**config.mk**
```make
export PLATFORM = sky130hd
export DESIGN_NAME = boot_seq_ctrl
export DESIGN_NICKNAME = d
export VERILOG_FILES = /design/src/rtl/boot_seq_pkg.sv /design/src/rtl/sat_counter.sv /design/src/rtl/boot_seq_ctrl.sv
export SDC_FILE = /design/constraint.sdc
export NUM_CORES = 1
export LEC_CHECK = 0
export CORE_ASPECT_RATIO = 0.75
export CORE_MARGIN = 8
export CORE_UTILIZATION = 35
export CTS_CLUSTER_DIAMETER = 100
export DETAILED_ROUTE_END_ITERATION = 6
export GPL_TIMING_DRIVEN = 0
export SLEW_MARGIN = 20
export SYNTH_ARGS = -nofsm -noshare
export SYNTH_HDL_FRONTEND = slang
export SYNTH_SLANG_ARGS = --single-unit
```
**constraint.sdc**
```tcl
create_clock -name clk_i -period 5.3 [get_ports clk_i]
set_input_delay 0.795 -clock clk_i [delete_from_list [all_inputs] [get_ports clk_i]]
set_output_delay 0.795 -clock clk_i [all_outputs]
set_load 0.005 [all_outputs]
```
**src/rtl/boot_seq_pkg.sv**
```systemverilog
// -----------------------------------------------------------------------------
// boot_seq_pkg
// Shared types and default constants for the boot/run sequencer.
//   boot_seq_state_e : sequencer FSM states (HOLD..DONE)
//   boot_result_e    : final run result (NONE/PASS/FAIL/TIMEOUT)
//   RESET_WAIT_CYCLES, CNT_W : default parameter values
//   hold_cnt_w()     : width needed to count 0..cycles-1 (at least 1 bit)
// -----------------------------------------------------------------------------
package boot_seq_pkg;

    localparam int unsigned RESET_WAIT_CYCLES = 50;
    localparam int unsigned CNT_W             = 32;

    typedef enum logic [2:0] {
        HOLD,
        SAMPLE,
        LOAD,
        KICK,
        RUN,
        DONE
    } boot_seq_state_e;

    typedef enum logic [1:0] {
        RESULT_NONE,
        RESULT_PASS,
        RESULT_FAIL,
        RESULT_TIMEOUT
    } boot_result_e;

    function automatic int unsigned hold_cnt_w(input int unsigned cycles);
        return (cycles > 1) ? $clog2(cycles) : 1;
    endfunction

endpackage

```
**src/rtl/sat_counter.sv**
```systemverilog
// -----------------------------------------------------------------------------
// sat_counter
// Up-counter that sticks at its all-ones value instead of wrapping.
//   clk_i  : clock
//   rst_i  : asynchronous active-high reset (count -> 0)
//   clr    : synchronous clear, has priority over en
//   en     : count enable
//   count  : current count value (W bits)
// -----------------------------------------------------------------------------
module sat_counter #(
    parameter int unsigned W = 8
) (
    input  logic         clk_i,
    input  logic         rst_i,
    input  logic         clr,
    input  logic         en,
    output logic [W-1:0] count
);

    always_ff @(posedge clk_i or posedge rst_i) begin
        // NOTE: sequential state is written with non-blocking assignments so
        // every register samples the pre-edge values of its inputs.
        if (rst_i) begin
            count <= '0;
        end else if (clr) begin
            count <= '0;
        end else if (en && (count != '1)) begin
            count <= count + W'(1);
        end
    end

endmodule

```
**src/rtl/boot_seq_ctrl.sv**
```systemverilog
// -----------------------------------------------------------------------------
// boot_seq_ctrl
// Boot and run sequencer between the platform clock/reset and the core domain.
// Holds the core in reset, latches the boot straps, optionally handshakes a
// memory preload and kicks the boot-ROM loop, then supervises the run until an
// exit code arrives or the cycle budget is spent.
//   clk_i, rst_i            : clock, asynchronous active-high reset
//   boot_select_i           : strap, 0 = JTAG boot, 1 = flash boot
//   execute_from_flash_i    : strap, memory-mapped flash vs SPI copy
//   jtag_mode_i             : debugger present, skip the preload
//   load_done_i             : preload agent finished
//   max_cycles_i            : run cycle budget, 0 = unlimited
//   exit_valid_i/value_i    : exit strobe and code from the SoC
//   core_rst_no             : active-low core reset
//   boot_select_o, execute_from_flash_o : latched straps
//   load_req_o, exit_loop_o : preload request, boot-ROM release pulse
//   cycle_cnt_o             : saturating cycles since core reset release
//   done_o, pass_o, fail_o, timeout_o, exit_value_o : sticky final status
// -----------------------------------------------------------------------------
module boot_seq_ctrl #(
    parameter int unsigned RESET_WAIT_CYCLES = boot_seq_pkg::RESET_WAIT_CYCLES,
    parameter int unsigned CNT_W             = boot_seq_pkg::CNT_W
) (
    input  logic             clk_i,
    input  logic             rst_i,
    input  logic             boot_select_i,
    input  logic             execute_from_flash_i,
    input  logic             jtag_mode_i,
    input  logic             load_done_i,
    input  logic [CNT_W-1:0] max_cycles_i,
    input  logic             exit_valid_i,
    input  logic [31:0]      exit_value_i,
    output logic             core_rst_no,
    output logic             boot_select_o,
    output logic             execute_from_flash_o,
    output logic             load_req_o,
    output logic             exit_loop_o,
    output logic [CNT_W-1:0] cycle_cnt_o,
    output logic             done_o,
    output logic             pass_o,
    output logic             fail_o,
    output logic             timeout_o,
    output logic [31:0]      exit_value_o
);

    import boot_seq_pkg::*;

    localparam int unsigned        HOLD_W    = hold_cnt_w(RESET_WAIT_CYCLES);
    localparam logic [HOLD_W-1:0]  HOLD_LAST = HOLD_W'(RESET_WAIT_CYCLES - 1);

    boot_seq_state_e    state_q, state_d;
    boot_result_e       result_q, result_d;
    logic [31:0]        exit_value_d;
    logic [HOLD_W-1:0]  hold_cnt;
    logic               active;
    logic               budget_hit;

    // States in which the run clock is ticking and an exit is accepted.
    assign active     = (state_q == SAMPLE) || (state_q == LOAD) ||
                        (state_q == KICK)   || (state_q == RUN);
    assign budget_hit = (max_cycles_i != '0) && (cycle_cnt_o >= max_cycles_i);

    sat_counter #(.W(HOLD_W)) u_hold_cnt (
        .clk_i (clk_i),
        .rst_i (rst_i),
        .clr   (state_q != HOLD),
        .en    (state_q == HOLD),
        .count (hold_cnt)
    );

    // Held at zero through HOLD so the count starts at 0 in SAMPLE; the
    // increment is suppressed on the edge entering DONE so the value seen at
    // the trigger is the value that stays frozen.
    sat_counter #(.W(CNT_W)) u_cycle_cnt (
        .clk_i (clk_i),
        .rst_i (rst_i),
        .clr   (state_q == HOLD),
        .en    (active && (state_d != DONE)),
        .count (cycle_cnt_o)
    );

    always_comb begin
        // NOTE: every signal written here gets a default first; a path that
        // leaves one unassigned would otherwise infer a latch.
        state_d      = state_q;
        result_d     = result_q;
        exit_value_d = exit_value_o;

        case (state_q)
            HOLD:    if (hold_cnt == HOLD_LAST) state_d = SAMPLE;
            SAMPLE:  state_d = (!boot_select_i && !jtag_mode_i) ? LOAD : RUN;
            LOAD:    if (load_done_i) state_d = KICK;
            KICK:    state_d = RUN;
            RUN: begin
                if (budget_hit) begin
                    state_d  = DONE;
                    result_d = RESULT_TIMEOUT;
                end
            end
            DONE:    state_d = DONE;
            default: state_d = HOLD;
        endcase

        // Evaluated last so an exit overrides a budget hit in the same cycle.
        if (active && exit_valid_i) begin
            state_d      = DONE;
            result_d     = (exit_value_i == '0) ? RESULT_PASS : RESULT_FAIL;
            exit_value_d = exit_value_i;
        end
    end

    always_ff @(posedge clk_i or posedge rst_i) begin
        if (rst_i) begin
            state_q <= HOLD;
        end else begin
            state_q <= state_d;
        end
    end

    // Outputs are registered from the next state so they change on the same
    // edge as the state itself.
    always_ff @(posedge clk_i or posedge rst_i) begin
        if (rst_i) begin
            core_rst_no          <= 1'b0;
            load_req_o           <= 1'b0;
            exit_loop_o          <= 1'b0;
            done_o               <= 1'b0;
            result_q             <= RESULT_NONE;
            exit_value_o         <= '0;
            boot_select_o        <= 1'b0;
            execute_from_flash_o <= 1'b0;
        end else begin
            core_rst_no  <= (state_d != HOLD);
            load_req_o   <= (state_d == LOAD);
            exit_loop_o  <= (state_d == KICK);
            done_o       <= (state_d == DONE);
            result_q     <= result_d;
            exit_value_o <= exit_value_d;
            if (state_q == SAMPLE) begin
                boot_select_o        <= boot_select_i;
                execute_from_flash_o <= execute_from_flash_i & boot_select_i;
            end
        end
    end

    assign pass_o    = (result_q == RESULT_PASS);
    assign fail_o    = (result_q == RESULT_FAIL);
    assign timeout_o = (result_q == RESULT_TIMEOUT);

endmodule

```
Word-level counts from Yosys, hierarchy flattened
Cells that the tools add are included.
{ "word_totals": {"n_memories": 0, "latch_bits": 0, "in_bits": 71, "reg_bits": 81, "out_inout_bits": 73, "romBits": 0, "mem_bits_rw": 0, "elab_cells": 65} }
{ "op_classes": {"muxes": 14, "reduce_logical": 21, "multipliers": 0, "order_cmp": 1, "n_addsub": 2, "eq_ne": 15, "shifts": 0, "div": 0, "bitwise_logic": 1} }
{ "ops": {"columns": ["operator", "count"], "rows": [
  ["two-way mux 32 bit", 2],
  ["adder 32 x 1 -> 32 bit (second input constant)", 1],
  [">= comparator 32 bit", 1],
  ["logical NOT 32 bit", 1],
  ["inequality test 32 bit (second input constant)", 1],
  ["nonzero test 32 bit", 1],
  ["case mux 3 bit (6 select lines)", 1],
  ["two-way mux 3 bit", 5],
  ["== test 3 x 2 -> 1 bit (second input constant)", 4],
  ["two-way mux 6 bit", 2],
  ["== test 3 bit (second input constant)", 3],
  ["two-way mux 2 bit", 4],
  ["nonzero test 2 bit", 4],
  ["adder 6 x 1 -> 6 bit (second input constant)", 1],
  ["== test 6 bit (second input constant)", 1],
  ["logical AND 1 bit", 6],
  ["inequality test 6 bit (second input constant)", 1],
  ["nonzero test 3 bit", 2],
  ["== test 2 bit (second input constant)", 2],
  ["== test 3 x 1 -> 1 bit (second input constant)", 1],
  ["logical NOT 3 bit", 1],
  ["logical OR 1 bit", 3],
  ["inequality test 3 bit (second input constant)", 1],
  ["== test 2 x 1 -> 1 bit (second input constant)", 1],
  ["3 further kinds", 4]
]} }

Longest topological paths before layout
Gate-level depths: netlist (run 1).
{ "depth": {"depth_word": 11, "mapped_depth": 13, "mapped_depth_nobuf": 11} }

By module
From an unflattened synthesis (run 1), not the netlist that was laid out.
{ "hier_totals": {"hier_cells": 490, "hier_area_um2": 4819.6} }
{ "by_module_without_submodules": {"columns": ["module", "cells_each", "seq_area_each_um2", "area_per_inst_um2", "instances"], "rows": [
  ["boot_seq_ctrl", 264, 1076.0, 2708.8, 1],
  ["sat_counter at u_cycle_cnt", 186, 800.8, 1740.4, 1],
  ["sat_counter at u_hold_cnt", 40, 150.1, 370.4, 1]
]} }

Worst setup path before layout (run 1)
Ideal clock, no wire load.
{ "synth_path": {"path_type": "input -> register", "start": "input max_cycles_i[0]", "end": "register u_cycle_cnt.count[16]", "setup_ns": 0.078, "t_arrival_ns": 3.181, "required_ns": 5.222, "setup_slack_ns": 2.041, "stages": 10, "n_path_buf": 1, "cell_sequence": "ha_1 nand2b_4 a2111oi_2 or4b_1 a31oi_1 or3_1 buf_2 a211o_1 or4_1 a21oi_1"} }
{ "synth_via": {"elab_chain_cells": 9, "word_cells_on_any_way": 10, "classes_between": "order compare: 1; eq/ne: 1; mux: 3; reduce/logical: 5"} }
{ "synth_lines": {"columns": ["element", "line_no", "source"], "rows": [
  ["from (decl)", "boot_seq_ctrl.sv:30", "input logic [CNT_W-1:0] max_cycles_i,"],
  [">= comparator 32 bit or nonzero test 32 bit (tied branches)", "boot_seq_ctrl.sv:61", "assign budget_hit = (max_cycles_i != '0) && (cycle_cnt_o >= max_cycles_i);"],
  ["logical AND 1 bit *", "boot_seq_ctrl.sv:61", null],
  ["two-way mux 3 bit *", "boot_seq_ctrl.sv:95", "if (budget_hit) begin"],
  ["case mux 3 bit (6 select lines) *", "boot_seq_ctrl.sv:89", "case (state_q)"],
  ["two-way mux 3 bit *", "boot_seq_ctrl.sv:105", "if (active && exit_valid_i) begin"],
  ["inequality test 3 bit *", "boot_seq_ctrl.sv:78", ".en (active && (state_d != DONE)),"],
  ["logical AND 1 bit *", "boot_seq_ctrl.sv:78", null],
  ["logical AND 1 bit *", "sat_counter.sv:27", "end else if (en && (count != '1)) begin"],
  ["nonzero test 2 bit (no line) *", null, null],
  ["to (signal assigned)", "sat_counter.sv:28", "count <= count + W'(1);"],
  ["to (decl)", "sat_counter.sv:17", "output logic [W-1:0] count"]
]} }
Mark *: on every way between the ends. The rest lies on a longest branch, timed or not.
A chain may end at the register's enable or synchronous reset.

Worst setup path after layout (run 1)
{ "layout_path": {"start": "input max_cycles_i[14]", "end": "register u_cycle_cnt.count[12]"} }
Same word-level chain as after synthesis.

==> flow_metrics.env, run 1 <==
export IMPL_totalWireLength_um=15050
export IMPL_crit_chain="clkdlybuf4s50_1, inv_1, ha_1, nand4_1, nor3_1, or4b_1, a31oi_1, or3_1, buf_2, a211o_1, buf_4, buf_4, o21ai_0, a21oi_1"
export IMPL_post_drt_wl_per_cell_um=18.35
export IMPL_yosysMostFrequentCell="dfrtp_1"
export IMPL_avgSynthCellArea_um2=9.583
export IMPL_worstHoldPathType="reg -> reg"
export IMPL_synth_seq_cells=81
export IMPL_placed_cells=805
export IMPL_utilization_pct=50.87
export IMPL_cpMostUsedCell="buf_4"
export IMPL_synth_cells=490
export IMPL_num_vias=4323
export IMPL_finalMaxSlewViolations=0
export IMPL_yosysSeqAreaShare_pct=43.17
export IMPL_seqPwrFrac_pct=42.2
export IMPL_power_switching_mw=0.4887
export IMPL_portBuffers=143
export IMPL_arrival_ps=4360
export IMPL_core_mm2=0.01306
export IMPL_cts_root_buffer="clkbuf_16"
export IMPL_timing_final_crit_share_pct=77.54
export IMPL_synth_commonest_cells="dfrtp_1 (81), inv_1 (45), nand2_1 (38)"
export IMPL_status="finished, final reports clean"
export IMPL_worstReg2RegStart="u_cycle_cnt.count[13]"
export IMPL_clock_latency_ps=340
export IMPL_fin_ws_ps=1190
export IMPL_ios=144
export IMPL_grt_max_degree=48
export IMPL_chipHeight_um=116.3
export IMPL_avgViaCountPerCell=5.272
export IMPL_setup_viol=0
export IMPL_ctsHtreeMaxLevel=3
export IMPL_fmax_ghz=0.2433
export IMPL_drt_first_pass_iters=4
export IMPL_p_clk_share_pct=31.7
export IMPL_antenna_diode_count=0
export IMPL_cts_sinks=81
export IMPL_hold_violations=0
export IMPL_overflow=0
export IMPL_initial_core_util_pct=35.95
export IMPL_p_total_mw=1.847
export IMPL_drc=0
export IMPL_track_usage_pct=17.33
export IMPL_tightestPinTransition_ps=965.0
export IMPL_grt_first_pass_wirelength_um=23450
export IMPL_setup_tns_ps=0
export IMPL_place_worst_setup_slack_ps=905.1
export IMPL_combPwrFrac_pct=26.1
export IMPL_cp_endpoint="u_cycle_cnt.count[12]"
export IMPL_nets=751
export IMPL_rows=36
export IMPL_r2r_cells=12
export IMPL_die_w_um=149.8
export IMPL_dp_hpwl_um=12010
export IMPL_r2r_end="u_cycle_cnt.count[12]"
export IMPL_fin_cells=820
export IMPL_synthesis_area_mm2=0.004696
export IMPL_ys_flop_type="dfrtp_1"
export IMPL_cp_slowest_stage_delay_ps=490
export IMPL_fin_area_mm2=0.006645
export IMPL_rsz0062_at_grt="false"
export IMPL_leakage_nw=2.859
export IMPL_synth_cell_types=45
export IMPL_syn_nets=596
export IMPL_synth_edf_count=0
export IMPL_fin_skew_ps=4.676
export IMPL_die_area_mm2=0.01742
export IMPL_timing_final_crit_period_ps=4110
export IMPL_synth_top_cell_by_area="dfrtp_1"
export IMPL_dpl_cell_area_mm2=0.006371
export IMPL_crit_path_start_kind="input port"
export IMPL_ys_top_cells_by_area="dfrtp_1 (43%), ha_1 (9.3%), mux2_2 (7.9%), a21oi_1 (3.7%), inv_1 (3.6%)"
export IMPL_drtIter0Drc=279
export IMPL_syn_to_final_growth_pct=41.51
export IMPL_yosysWarnings=0
export IMPL_globalplace_congestion=0.8330
export IMPL_grt_pass1_vias=4290
export IMPL_ctsHoldBuffers=0
export IMPL_cts_resized=0
export IMPL_cts_tree="yes"
export IMPL_critPathMaxFanout=10
export IMPL_maxCapViolations=0
export IMPL_postCtsSetupBuffers=0
export IMPL_r2r_setup_slack_ps=1710
export IMPL_drive_gt1_share_pct=9.861
export IMPL_slowest_stage="or4b_1"
export IMPL_critical_path_required_ps=5550
export IMPL_path_clk_slew_ps=60
export IMPL_slew_headroom_pct=35.17
export IMPL_crit_path_end_kind="register"
export IMPL_worst_setup_path_type="in -> reg"
export IMPL_worstSetupStartpoint="max_cycles_i[14]"
export IMPL_clk_path_buf_depth=2
export IMPL_p_per_area_mw_per_mm2=278.0
export IMPL_ir_drop_uv=163.2
export IMPL_p_sw_share_pct=26.46
export IMPL_timing_hold_ws_ps=478.9
export IMPL_intPower_mw=1.359
export IMPL_antenna_found_initial=1
export IMPL_ys_async_sr_fraction_pct=100.0
export IMPL_cts_buffers=9
export IMPL_drtAntennaViolNets=0
export IMPL_synth_top_area_share_pct=43.17
## placed cells by master, fill, tap and decap left out, drive strengths merged, types with 5 or more instances in the layout
master and instances:
xnor2 6, a21oi 36, mux2i 7, nand2b 6, clkbuf 21, and3 6, inv 45, buf 6
mux2 33, nand4 20, dfrtp 81, nand3 17, nor3 9, nand2 38, nor4 19, a31oi 5
ha 35, o21ai 26, clkdlybuf4s50 143, o31ai 7, or3 13, nor2 31, or4 5
## how the worst min path moves through the flow
stage,endpoint,cells past startpoint,start
2_1_floorplan,execute_from_flash_o,2,execute_from_flash_o
5_1_grt,exit_value_o[6],1,exit_value_o[6]
3_3_place_gp,execute_from_flash_o,2,execute_from_flash_o
3_5_place_dp,execute_from_flash_o,2,execute_from_flash_o
6_report,execute_from_flash_o,2,execute_from_flash_o
4_1_cts,execute_from_flash_o,2,execute_from_flash_o
## power groups by stage
| stage | Clock, mW | Combinational (mW) | Sequential, mW |
|---|---|---|---|
| 4_1_cts | 0.600 | 0.491 | 0.781 |
| 3_5_place_dp | 0 | 0.487 | 0.791 |
| 6_report | 0.585 | 0.482 | 0.780 |
| 3_3_place_gp | 0 | 0.477 | 0.785 |
| 2_1_floorplan | 0 | 0.172 | 0.784 |
| 5_1_grt | 0.627 | 0.526 | 0.795 |
## cell families after synthesis
logic type,after synthesis,share of synthesized area [%]
and+or+nand+nor,177,19.77
AOI/OAI and AO/OA,93,12.34
DFF,81,43.17
buffers and inverters,58,4.876
muxes,40,9.406
adders and majority gates,35,9.326
xor gates and xnor gates,6,1.119
## sequential cells by signal, summed over array words and instances (netlist names)
register / count
state_q: 3
u_hold_cnt.count: 6
result_q: 2
execute_from_flash_o: 1
u_cycle_cnt.count: 32
boot_select_o: 1
core_rst_no: 1
load_req_o: 1
exit_value_o: 32
done_o: 1
exit_loop_o: 1
## layer usage
metal  wire, µm  part of all wire (%)  up-vias  global-route usage (%)
met5         13                 0.086        -                       0
met4        113                  0.75        2                   4.449
met3        873                   5.8       10                   4.026
met2       6898                    46      113                   26.62
met1       7146                    47     2102                   24.10
li1           -                     -     2096                       -
## cell type report
class / instances / area (µm²)
buffer: 13 / 60.06
clock buffer: 13 / 260.3
clock inverter: 2 / 13.76
fill: 1237 / 6417
inverter: 45 / 171.4
multi-input combinational: 351 / 2440
sequential: 81 / 2027
tap: 171 / 214.0
timing repair buffer: 144 / 1459
## worst max-delay path: cells and delay by family
family,cells,cell delay (ps)
AOI/OAI and AO/OA,4,950
adders and majority gates,1,300
buffers and inverters,5,1170
and+or+nand+nor,4,1140
Note: power is estimated with default switching activity, not from simulation.
==> run 2: changes to the inputs <==
- clock period: 5.3 -> 4.2 ns (I/O delays scaled with it)
==> results of run 2 <==
The final DEF is identical to that of run 1. Status: finished, final reports clean.
Among the figures that moved: setup slack after placement 905.1 ps -> -29.91 ps; setup slack after layout 1190 ps -> 255.4 ps; register-to-register setup slack 1710 ps -> 610 ps; total power 1.847 mW -> 2.331 mW; worst IR drop on VDD 163.2 µV -> 206.0 µV
